==> src/rtl/reg_bank_arbiter_if.sv <==
// Request/response bundle between client requesters and reg_bank_arbiter.
// The req_lock signal exists only when REGARB_LOCK_EN is defined.
interface reg_bank_arbiter_if #(
    parameter int NREQ  = 4,
    parameter int DEPTH = 4,
    parameter int WIDTH = 8
);
    localparam int AW  = $clog2(DEPTH);
    localparam int IDW = (NREQ > 1) ? $clog2(NREQ) : 1;

    logic [NREQ-1:0]       req_valid;
    logic [NREQ-1:0]       req_write;
    logic [NREQ*AW-1:0]    req_addr;
    logic [NREQ*WIDTH-1:0] req_wdata;
    logic [NREQ-1:0]       req_ready;
    logic                  rsp_valid;
    logic                  rsp_ready;
    logic [IDW-1:0]        rsp_id;
    logic [WIDTH-1:0]      rsp_rdata;
`ifdef REGARB_LOCK_EN
    logic [NREQ-1:0]       req_lock;

    modport master (
        output req_valid, req_write, req_addr, req_wdata, req_lock, rsp_ready,
        input  req_ready, rsp_valid, rsp_id, rsp_rdata
    );

    modport slave (
        input  req_valid, req_write, req_addr, req_wdata, req_lock, rsp_ready,
        output req_ready, rsp_valid, rsp_id, rsp_rdata
    );
`else
    modport master (
        output req_valid, req_write, req_addr, req_wdata, rsp_ready,
        input  req_ready, rsp_valid, rsp_id, rsp_rdata
    );

    modport slave (
        input  req_valid, req_write, req_addr, req_wdata, rsp_ready,
        output req_ready, rsp_valid, rsp_id, rsp_rdata
    );
`endif
endinterface

==> src/rtl/reg_bank_arbiter.sv <==
// Round-robin arbitrated single-beat access to a small register bank.
// Define REGARB_LOCK_EN to let the current owner keep the grant via req_lock.
module reg_bank_arbiter #(
    parameter int NREQ      = 4,
    parameter int DEPTH     = 4,
    parameter int WIDTH     = 8,
    parameter int RESET_VAL = 7
) (
    input  logic              clock,
    input  logic              rst_n,
    reg_bank_arbiter_if.slave bus,
    output logic [WIDTH-1:0]  get_reg_ret
);
    localparam int AW  = $clog2(DEPTH);
    localparam int IDW = (NREQ > 1) ? $clog2(NREQ) : 1;

    typedef enum logic [1:0] {
        IDLE,
        ACCESS,
        RESP
    } state_t;

    state_t           state_q, state_d;
    logic [IDW-1:0]   rr_ptr_q, rr_ptr_d;
    logic [IDW-1:0]   own_id_q, own_id_d;
    logic             own_write_q, own_write_d;
    logic [AW-1:0]    own_addr_q, own_addr_d;
    logic [WIDTH-1:0] own_wdata_q, own_wdata_d;
    logic [WIDTH-1:0] result_q, result_d;
    logic [IDW-1:0]   rsp_id_q, rsp_id_d;
    logic [WIDTH-1:0] bank_q [DEPTH];
    logic [WIDTH-1:0] bank_d [DEPTH];
`ifdef REGARB_LOCK_EN
    logic             lock_q, lock_d;
`endif

    logic             win_found;
    logic [IDW-1:0]   win_id;
    logic             win_forced;

    function automatic logic [IDW-1:0] wrap_add(input logic [IDW-1:0] base,
                                               input int unsigned off);
        int unsigned sum;
        sum = 32'(base) + off;
        if (sum >= 32'(NREQ)) begin
            sum = sum - 32'(NREQ);
        end
        return sum[IDW-1:0];
    endfunction

    // Search from rr_ptr upward; a held lock overrides the rotation.
    always_comb begin
        win_found  = 1'b0;
        win_id     = rr_ptr_q;
        win_forced = 1'b0;
        for (int unsigned k = 0; k < 32'(NREQ); k++) begin
            if (!win_found && bus.req_valid[wrap_add(rr_ptr_q, k)]) begin
                win_found = 1'b1;
                win_id    = wrap_add(rr_ptr_q, k);
            end
        end
`ifdef REGARB_LOCK_EN
        if (lock_q && bus.req_valid[own_id_q] && bus.req_lock[own_id_q]) begin
            win_found  = 1'b1;
            win_id     = own_id_q;
            win_forced = 1'b1;
        end
`endif
    end

    always_ff @(posedge clock or negedge rst_n) begin
        if (!rst_n) begin
            state_q <= IDLE;
        end else begin
            state_q <= state_d;
        end
    end

    always_comb begin
        state_d = state_q;
        unique case (state_q)
            IDLE:    if (win_found) state_d = ACCESS;
            ACCESS:  state_d = RESP;
            RESP:    if (bus.rsp_ready) state_d = IDLE;
            default: state_d = IDLE;
        endcase
    end

    always_comb begin
        rr_ptr_d    = rr_ptr_q;
        own_id_d    = own_id_q;
        own_write_d = own_write_q;
        own_addr_d  = own_addr_q;
        own_wdata_d = own_wdata_q;
        result_d    = result_q;
        rsp_id_d    = rsp_id_q;
        bank_d      = bank_q;
`ifdef REGARB_LOCK_EN
        lock_d      = lock_q;
`endif
        unique case (state_q)
            IDLE: begin
                if (win_found) begin
                    own_id_d    = win_id;
                    own_write_d = bus.req_write[win_id];
                    own_addr_d  = bus.req_addr[int'(win_id)*AW +: AW];
                    own_wdata_d = bus.req_wdata[int'(win_id)*WIDTH +: WIDTH];
                    rr_ptr_d    = win_forced ? rr_ptr_q : wrap_add(win_id, 1);
                end
`ifdef REGARB_LOCK_EN
                lock_d = 1'b0;
`endif
            end
            ACCESS: begin
                if (own_write_q) begin
                    bank_d[own_addr_q] = own_wdata_q;
                    result_d           = own_wdata_q;
                end else begin
                    result_d = bank_q[own_addr_q];
                end
                rsp_id_d = own_id_q;
            end
            RESP: begin
`ifdef REGARB_LOCK_EN
                if (bus.rsp_ready) begin
                    lock_d = bus.req_lock[own_id_q] & bus.req_valid[own_id_q];
                end
`endif
            end
            default: begin
            end
        endcase
    end

    always_ff @(posedge clock or negedge rst_n) begin
        if (!rst_n) begin
            rr_ptr_q    <= '0;
            own_id_q    <= '0;
            own_write_q <= 1'b0;
            own_addr_q  <= '0;
            own_wdata_q <= '0;
            result_q    <= '0;
            rsp_id_q    <= '0;
            for (int i = 0; i < DEPTH; i++) begin
                bank_q[i] <= WIDTH'(RESET_VAL);
            end
`ifdef REGARB_LOCK_EN
            lock_q      <= 1'b0;
`endif
        end else begin
            rr_ptr_q    <= rr_ptr_d;
            own_id_q    <= own_id_d;
            own_write_q <= own_write_d;
            own_addr_q  <= own_addr_d;
            own_wdata_q <= own_wdata_d;
            result_q    <= result_d;
            rsp_id_q    <= rsp_id_d;
            bank_q      <= bank_d;
`ifdef REGARB_LOCK_EN
            lock_q      <= lock_d;
`endif
        end
    end

    // req_ready is gated by rst_n so it reads 0 while reset is held.
    always_comb begin
        bus.req_ready = '0;
        bus.rsp_valid = 1'b0;
        if (rst_n && (state_q == IDLE) && win_found) begin
            bus.req_ready[win_id] = 1'b1;
        end
        if (state_q == RESP) begin
            bus.rsp_valid = 1'b1;
        end
    end

    assign bus.rsp_id    = rsp_id_q;
    assign bus.rsp_rdata = result_q;
    assign get_reg_ret   = bank_q[0];

endmodule

==> src/flat_wrapper.sv <==
// flat-port wrapper written by rule: the top's interface ports become plain ports
module reg_bank_arbiter_flat 
#(
    parameter int NREQ      = 4,
    parameter int DEPTH     = 4,
    parameter int WIDTH     = 8,
    parameter int RESET_VAL = 7
)
  (clock, rst_n, get_reg_ret, bus_req_valid, bus_req_write, bus_req_addr, bus_req_wdata, bus_rsp_ready, bus_req_ready, bus_rsp_valid, bus_rsp_id, bus_rsp_rdata);
  reg_bank_arbiter_if #(.NREQ(NREQ), .DEPTH(DEPTH), .WIDTH(WIDTH)) bus_i ();
  input  logic clock;
  input  logic rst_n;
  output logic [WIDTH-1:0] get_reg_ret;
  input wire logic [$bits(bus_i.req_valid)-1:0] bus_req_valid;
  input wire logic [$bits(bus_i.req_write)-1:0] bus_req_write;
  input wire logic [$bits(bus_i.req_addr)-1:0] bus_req_addr;
  input wire logic [$bits(bus_i.req_wdata)-1:0] bus_req_wdata;
  input wire logic [$bits(bus_i.rsp_ready)-1:0] bus_rsp_ready;
  output wire logic [$bits(bus_i.req_ready)-1:0] bus_req_ready;
  output wire logic [$bits(bus_i.rsp_valid)-1:0] bus_rsp_valid;
  output wire logic [$bits(bus_i.rsp_id)-1:0] bus_rsp_id;
  output wire logic [$bits(bus_i.rsp_rdata)-1:0] bus_rsp_rdata;
  assign bus_i.req_valid = bus_req_valid;
  assign bus_i.req_write = bus_req_write;
  assign bus_i.req_addr = bus_req_addr;
  assign bus_i.req_wdata = bus_req_wdata;
  assign bus_i.rsp_ready = bus_rsp_ready;
  assign bus_req_ready = bus_i.req_ready;
  assign bus_rsp_valid = bus_i.rsp_valid;
  assign bus_rsp_id = bus_i.rsp_id;
  assign bus_rsp_rdata = bus_i.rsp_rdata;
  reg_bank_arbiter #(.NREQ(NREQ), .DEPTH(DEPTH), .WIDTH(WIDTH), .RESET_VAL(RESET_VAL)) u_core (.clock(clock), .rst_n(rst_n), .bus(bus_i), .get_reg_ret(get_reg_ret));
endmodule
==> config.mk <==
export PLATFORM = sky130hd
export DESIGN_NAME = reg_bank_arbiter_flat
export DESIGN_NICKNAME = d
export VERILOG_FILES = /design/src/rtl/reg_bank_arbiter_if.sv /design/src/rtl/reg_bank_arbiter.sv /design/src/flat_wrapper.sv
export SDC_FILE = /design/constraint.sdc
export NUM_CORES = 1
export LEC_CHECK = 0
export CAP_MARGIN = 5
export CORE_MARGIN = 4
export CORE_UTILIZATION = 25
export DETAILED_ROUTE_END_ITERATION = 16
export DONT_BUFFER_PORTS = 1
export HOLD_SLACK_MARGIN = 0.12
export PLACE_DENSITY = 0.39
export RECOVER_POWER = 100
export SYNTH_ARGS = -nofsm -noshare
export SYNTH_HDL_FRONTEND = slang
export SYNTH_SLANG_ARGS = --single-unit
==> constraint.sdc <==
create_clock -name clock -period 2.6 [get_ports clock]
set_clock_uncertainty 0.05 [all_clocks]
set_input_delay 0.26 -clock clock [delete_from_list [all_inputs] [get_ports clock]]
set_output_delay 0.26 -clock clock [all_outputs]
set_load 0.02 [all_outputs]
==> impl_metrics.py, run 1 <==
metrics = {
    "placed_design": {
        "place_hpwl_um": 5230,
        "placed_cell_area_um2": 3200,
        "port_buffers": 0,
        "place_congestion": 0.779,
    },
    "timing": {
        "hold_viol": 0,
        "slew-limit-headroom": -0.0248,
        "period_minus_slack_ps": 2350,
        "setup_viol": 0,
        "drv_slew": 60,
        "finalSetupTns_ps": 0,
        "fmax_mhz": 425,
        "worstMarginPinSlew_ps": 1540,
        "rsz0062_at_grt": "no",
        "post-route-period-util": 0.904,
    },
    "routing": {
        "vias": 2013,
        "routed_via_density": 4.79,
        "wl_per_cell_um": 18.2,
        "wl_um": 7630,
        "drtIter0Drc": 59,
        "dr.pass1.iters": 4,
        "drtAntennaViolNets": 0,
        "drcViolationCount": 0,
    },
    "die": {
        "die_h_um": 119,
        "initial_utilization": 0.255,
        "fp.dieW_um": 119,
        "dieArea_um2": 14100,
        "design.core.area_um2": 12000,
        "rows": 40,
        "io_pins": 74,
    },
    "setup_path": {
        "r2r_setup_slack_ps": 370,
        "worstPathBufferInverterCount": 2,
        "worstPathCellList": "or3b_1 -> inv_1 -> a211o_2 -> nor3b_1 -> clkbuf_2",
        "crit_fanout": 13,
        "arrival_ps": 2040,
        "reg2reg_depth": 5,
        "crit_type": "flop to output pin",
        "crit_path_end_kind": "output pin",
        "path_delay_family": "simple AND/OR/NAND/NOR gates",
        "cp_slowest_stage_delay_ps": 560,
        "startpoint_type": "flop",
        "crit_slowest_cell": "or3b_1",
        "cp.required_ps": 2290,
        "regToRegEndpoint": "u_core.bank_q[13]$_DFFE_PN0P_",
        "timing.rr.start": "u_core.state_q[0]$_DFFE_PN0P_",
    },
    "final_layout": {
        "insertedDiodeCount": 0,
        "fin_area_um2": 3570,
        "syn2layout_area_growth_pct": 16.8,
        "layout-drive-gt1-share": 0.282,
        "nets": 319,
    },
    "clock_network": {
        "clk_path_buf_depth": 2,
        "root_buffer": "clkbuf_16",
        "cts-htree-levels": 3,
        "cts_tree": "built",
        "cts.sinks": 59,
        "insertion_delay_ps": 320,
        "path_clk_slew_ps": 50,
        "cts_made_buffers": 9,
        "ctsResizeCount": 0,
    },
    "logic_synthesis": {
        "syn_avg_cell_area_um2": 11.7,
        "seq_area_frac_synth": 0.487,
        "synth_edf_count": 0,
        "synth_ff_type": "dfrtp_1",
        "yosys_warnings": 0,
        "synth_nets": 313,
        "synthesis.instances": 262,
        "async_reset_ff_frac": 1.00,
        "ys_ff_latch": 59,
        "ys_types": 34,
        "synth_area_um2": 3060,
    },
    "job": {
        "cap_violations": 1,
    },
    "min_path": {
        "whs_path_depth": 2,
        "worstHoldPathType": "primary input to flop",
        "worstHoldStart": "bus_req_wdata[24]",
        "hold_path_end": "u_core.own_wdata_q[0]$_DFFE_PN0P_",
    },
    "global_routing": {
        "antenna_found_initial": 0,
        "grt_pass1_wl_um": 12100,
        "grt_pass1_vias": 2164,
        "grtUsageTotal": 0.111,
        "gr-total-overflow": 0,
        "grt_max_degree": 60,
    },
    "power": {
        "ir_drop_mv": 0.391,
        "p_total_mw": 5.06,
        "leakagePower_nw": 1.47,
        "power_density_nw_per_um2": 1410,
    },
    "run_status": {
        "violations": "capacitance limit, slew limit",
        "status": "finished, violations left",
    },
}
[cells by family after synthesis]
group	Yosys count	share of synthesized area
AOI/OAI and AO/OA	49	0.112
xor gates and xnor gates	1	0.00286
buffers and inverters	29	0.0527
DFF	59	0.487
muxes	62	0.249
and+or+nand+nor	62	0.0957
[cells in the final DEF, fill, tap and decap left out, drive strengths merged]
master       netlist  layout
dfrtp             47      47
mux2              34      34
a211oi            33      33
nand2             28      28
mux2i             20      20
clkbuf             7      18
nor2              14      14
dfstp             12      12
o21ai             11      11
mux4               8       8
dlygate4sd3        0       6
buf               17       6
inv                5       5
nor2b              5       5
bufinv             0       3
nor3               3       3
nand3              2       2
nor3b              2       2
nand2b             2       2
clkinv             0       2
nand3b             1       1
or3                1       1
o2111ai            1       1
nor4               1       1
o2bb2ai            1       1
or3b               1       1
o21a               1       1
a211o              1       1
and2               1       1
xor2               1       1
a21oi              1       1
nand4              1       1
[synth_stat cells (all sizes together) (2+ instances only)]
| library cell | count | share of area |
|---|---|---|
| a211oi | 33 | 0.081 |
| buf | 17 | 0.038 |
| clkbuf | 7 | 0.0086 |
| dfrtp | 47 | 0.38 |
| dfstp | 12 | 0.10 |
| inv | 5 | 0.0061 |
| mux2 | 34 | 0.13 |
| mux2i | 20 | 0.065 |
| mux4 | 8 | 0.059 |
| nand2 | 28 | 0.034 |
| nand2b | 2 | 0.0041 |
| nand3 | 2 | 0.0033 |
| nor2 | 14 | 0.017 |
| nor2b | 5 | 0.010 |
| nor3 | 3 | 0.0065 |
| nor3b | 2 | 0.0065 |
| o21ai | 11 | 0.018 |
[routing by layer]
layer,vias up,GRT usage,share of wire
met3,12,0.0335,0.066
met4,0,0.0543,0.019
met1,960,0.152,0.48
met2,71,0.159,0.43
met5,-,0,0
li1,970,-,-
[state kept, by name (all words and copies together) (netlist names)]
name / count
u_core.bank_q: 24
u_core.bus.rsp_rdata: 8
u_core.get_reg_ret: 8
u_core.own_wdata_q: 8
u_core.bus.rsp_id: 2
u_core.own_addr_q: 2
u_core.own_id_q: 2
u_core.rr_ptr_q: 2
u_core.state_q: 2
u_core.own_write_q: 1
[worst max path at each step]
stage                                             end  slack (ps)                            from  cells after the start
finish                               bus_req_ready[0]         250  u_core.rr_ptr_q[0]$_DFFE_PN0P_                      5
global route                         bus_req_ready[1]          70  u_core.rr_ptr_q[1]$_DFFE_PN0P_                      5
floorplan                            bus_req_ready[0]         530  u_core.rr_ptr_q[1]$_DFFE_PN0P_                      6
global placement     u_core.own_addr_q[0]$_DFFE_PN0P_         430  u_core.rr_ptr_q[0]$_DFFE_PN0P_                      6
CTS                                  bus_req_ready[0]         240  u_core.rr_ptr_q[0]$_DFFE_PN0P_                      5
detailed placement  u_core.own_wdata_q[1]$_DFFE_PN0P_         440  u_core.rr_ptr_q[1]$_DFFE_PN0P_                      6
[cell type report]
class                           instances  area [um2]
Clock buffer                           11         243
Sequential cell                        59        1490
Multi-Input combinational cell        174        1400
Timing Repair Buffer                   19         135
Fill cell                            1241        8440
Clock inverter                          5         100
Inverter                                5        18.8
Tap cell                              147         184
[stage by stage]
stage / util / worst slack, ps / instances / hold slack (ps)
floorplan: - / 527 / 262 / -85.6
global placement: 0.266 / 429 / 397 / -82.4
detailed placement: 0.266 / 437 / 397 / -83.9
CTS: 0.302 / 240 / 420 / 120
global route: 0.298 / 71.6 / 420 / 131
finish: 0.298 / 249 / 420 / 126
[power breakdown]
part           leakage [nW]  total (mW)  switching [mW]  internal (mW)
Clock                 0.169        1.37           0.414          0.958
Combinational         0.628        1.64           0.790          0.854
Sequential            0.676        2.04           0.587           1.45
Total                  1.47        5.06            1.79           3.27
[what timing repair did]
action / in CTS / in global routing
setup buffers: 0 / 0
hold endpoints to repair: 63 / 0
hold buffers: 7 / 0
Power figures use the tool's default switching activity.
==> run 2, diff against run 1 <==
--- a/config.mk
+++ b/config.mk
@@ -5,6 +5,7 @@
 export SDC_FILE = /design/constraint.sdc
 export NUM_CORES = 1
 export LEC_CHECK = 0
+export ABC_AREA = 1
 export CAP_MARGIN = 5
 export CORE_MARGIN = 4
 export CORE_UTILIZATION = 25
==> impl_metrics.py, run 2 <==
metrics = {
    "run_status": {
        "status": "complete, no violations",
    },
    "timing": {
        "post-route-period-util": 0.938,
        "slew-limit-headroom": 0.00591,
        "period_minus_slack_ps": 2440,
        "drv_slew": 0,
        "finalSetupTns_ps": 0,
        "whs_ps": 226,
        "rsz0062_at_grt": "no",
        "worst_slack_ps": 162,
        "fmax_mhz": 410,
        "hold_viol": 0,
        "setup_viol": 0,
        "worstMarginPinSlew_ps": 1490,
    },
    "logic_synthesis": {
        "ys_ff_latch": 59,
        "yosys_warnings": 0,
        "synthTopCellsByCount": "nand2_1 (189), nand3_1 (61), dfrtp_1 (47), inv_1 (30), nor2_1 (29)",
        "syn_avg_cell_area_um2": 7.15,
        "synth_ff_type": "dfrtp_1",
        "synth_area_um2": 3480,
        "yosysMostFrequentCell": "nand2_1",
        "seq_area_frac_synth": 0.428,
        "netlist_top_cells_area": "dfrtp_1 (34%), nand2_1 (20%), dfstp_2 (9.1%)",
        "synth_nets": 538,
        "ys_types": 28,
        "synth_area_leader_cell": "dfrtp_1",
        "synth_edf_count": 0,
        "synth_top_area_share": 0.338,
        "async_reset_ff_frac": 1.00,
        "synthesis.instances": 487,
    },
    "final_layout": {
        "largest_register_ffs": 24,
        "multi_input_area_um2": 1680,
        "fill_cells": 1525,
        "insertedDiodeCount": 0,
        "layout-drive-gt1-share": 0.132,
        "fin_area_um2": 3970,
        "syn2layout_area_growth_pct": 14.1,
        "fin_cells": 676,
        "final-seq-area_um2": 1490,
        "nets": 546,
        "final_cell_mix": "nand2_1 (187), nand3_1 (61), dfrtp_1 (46)",
        "layout_commonest_cell": "nand2_1",
        "final_core_util": 0.295,
        "largest_register": "u_core.bank_q",
    },
    "placed_design": {
        "dp_slack_ps": 385,
        "placed_cell_area_um2": 3660,
        "place_hpwl_um": 6940,
        "port_buffers": 0,
        "dp.cells": 654,
        "place_congestion": 0.785,
    },
    "routing": {
        "wl_um": 9670,
        "drcViolationCount": 0,
        "vias": 3117,
        "dr.pass1.iters": 4,
        "wl_per_cell_um": 14.3,
        "drtIter0Drc": 176,
        "routed_via_density": 4.61,
        "drtAntennaViolNets": 0,
    },
    "die": {
        "dieArea_um2": 15900,
        "die_h_um": 126,
        "initial_utilization": 0.259,
        "design.core.area_um2": 13500,
        "fp.dieW_um": 126,
        "rows": 42,
        "io_pins": 74,
    },
    "job": {
        "cap_violations": 0,
    },
    "clock_network": {
        "cts.sinks": 59,
        "cts_tree": "built",
        "root_buffer": "clkbuf_16",
        "path_clk_slew_ps": 50,
        "clk_path_buf_depth": 2,
        "cts_made_buffers": 9,
        "cts-htree-levels": 3,
        "insertion_delay_ps": 320,
    },
    "setup_path": {
        "r2r_setup_slack_ps": 260,
        "crit_path_end_kind": "output pin",
        "arrival_ps": 2130,
        "crit_fanout": 13,
        "reg2reg_depth": 11,
        "regToRegEndpoint": "u_core.rr_ptr_q[0]$_DFFE_PN0P_",
        "timing.rr.start": "u_core.rr_ptr_q[0]$_DFFE_PN0P_",
        "startpoint_type": "flop",
        "cp.required_ps": 2290,
        "crit_type": "flop to output pin",
    },
    "power": {
        "ir_drop_mv": 0.801,
        "power_density_nw_per_um2": 1560,
        "p_total_mw": 6.20,
        "leakagePower_nw": 1.91,
    },
    "global_routing": {
        "grt_pass1_wl_um": 16000,
        "grt_max_degree": 60,
        "gr-total-overflow": 0,
        "grtUsageTotal": 0.125,
        "antenna_found_initial": 0,
        "grt_pass1_vias": 2996,
    },
    "min_path": {
        "worstHoldPathType": "primary input to flop",
        "hold_path_end": "u_core.own_addr_q[1]$_DFFE_PN0P_",
        "whs_path_depth": 6,
        "worstHoldStart": "bus_req_addr[7]",
    },
}
## run 2: changes by cell type after synthesis, sizes merged, moves of 20 or more
cell    delta
mux2      -28
a21oi     +25
a211oi    -33
inv       +28
nand3     +61
mux2i     -20
nand2    +170
## run 2: worst max path at each step
stage                             to                            from
floorplan           bus_req_ready[1]  u_core.rr_ptr_q[1]$_DFFE_PN0P_
global placement    bus_req_ready[0]  u_core.rr_ptr_q[1]$_DFFE_PN0P_
detailed placement  bus_req_ready[0]  u_core.rr_ptr_q[1]$_DFFE_PN0P_
CTS                 bus_req_ready[0]  u_core.rr_ptr_q[1]$_DFFE_PN0P_
global route        bus_req_ready[1]  u_core.rr_ptr_q[0]$_DFFE_PN0P_
finish              bus_req_ready[1]  u_core.rr_ptr_q[0]$_DFFE_PN0P_
## run 2: what timing repair did
item | CTS | global route
hold buffers | 3 | 0
buffers inserted | 0 | 3
endpoints found under the setup margin | 0 | 4
resized for setup | 0 | 8
endpoints found under the hold margin | 60 | 0
## run 2: worst max-delay path, cell delays in order, from the launching register on
cell     delay (ps)
dfrtp_1         400
buf_4           190
nand2_1          60
nand2_1         110
nand2_1         100
nand2_2         110
nand2_2         110
nand2_1          60
nand2_1          60
nand2_1          80
nand2_2         100
inv_1            60
nor3_1          190
buf_4           170
## run 2: where the power goes
group,total (mW),internal [mW],switching [mW],leakage [nW]
combinational,3.24,1.10,2.14,1.06
clock,1.05,0.665,0.386,0.133
sequential,1.91,1.41,0.503,0.713
## run 2: metal layers
layer  up-vias  track usage  part of all wire
li1       1584            -                 -
met1      1424        0.180              0.49
met2       102        0.189              0.44
met3         7       0.0288             0.063
met4         0       0.0334            0.0092
met5         -            0                 0
## run 2: area by class of cell
| type | instances | share of cell area |
|---|---|---|
| Clock buffer | 13 | 0.0630 |
| Clock inverter | 3 | 0.00378 |
| Inverter | 35 | 0.0344 |
| Multi-Input combinational cell | 364 | 0.424 |
| Sequential cell | 59 | 0.376 |
| Tap cell | 176 | 0.0555 |
| Timing Repair Buffer | 26 | 0.0432 |
## run 2: cells by family after synthesis
kind of cell,Yosys count,synth area share
and+or+nand+nor,297,0.362
buffers and inverters,64,0.0927
AOI/OAI and AO/OA,61,0.0971
DFF,59,0.428
muxes,6,0.0194
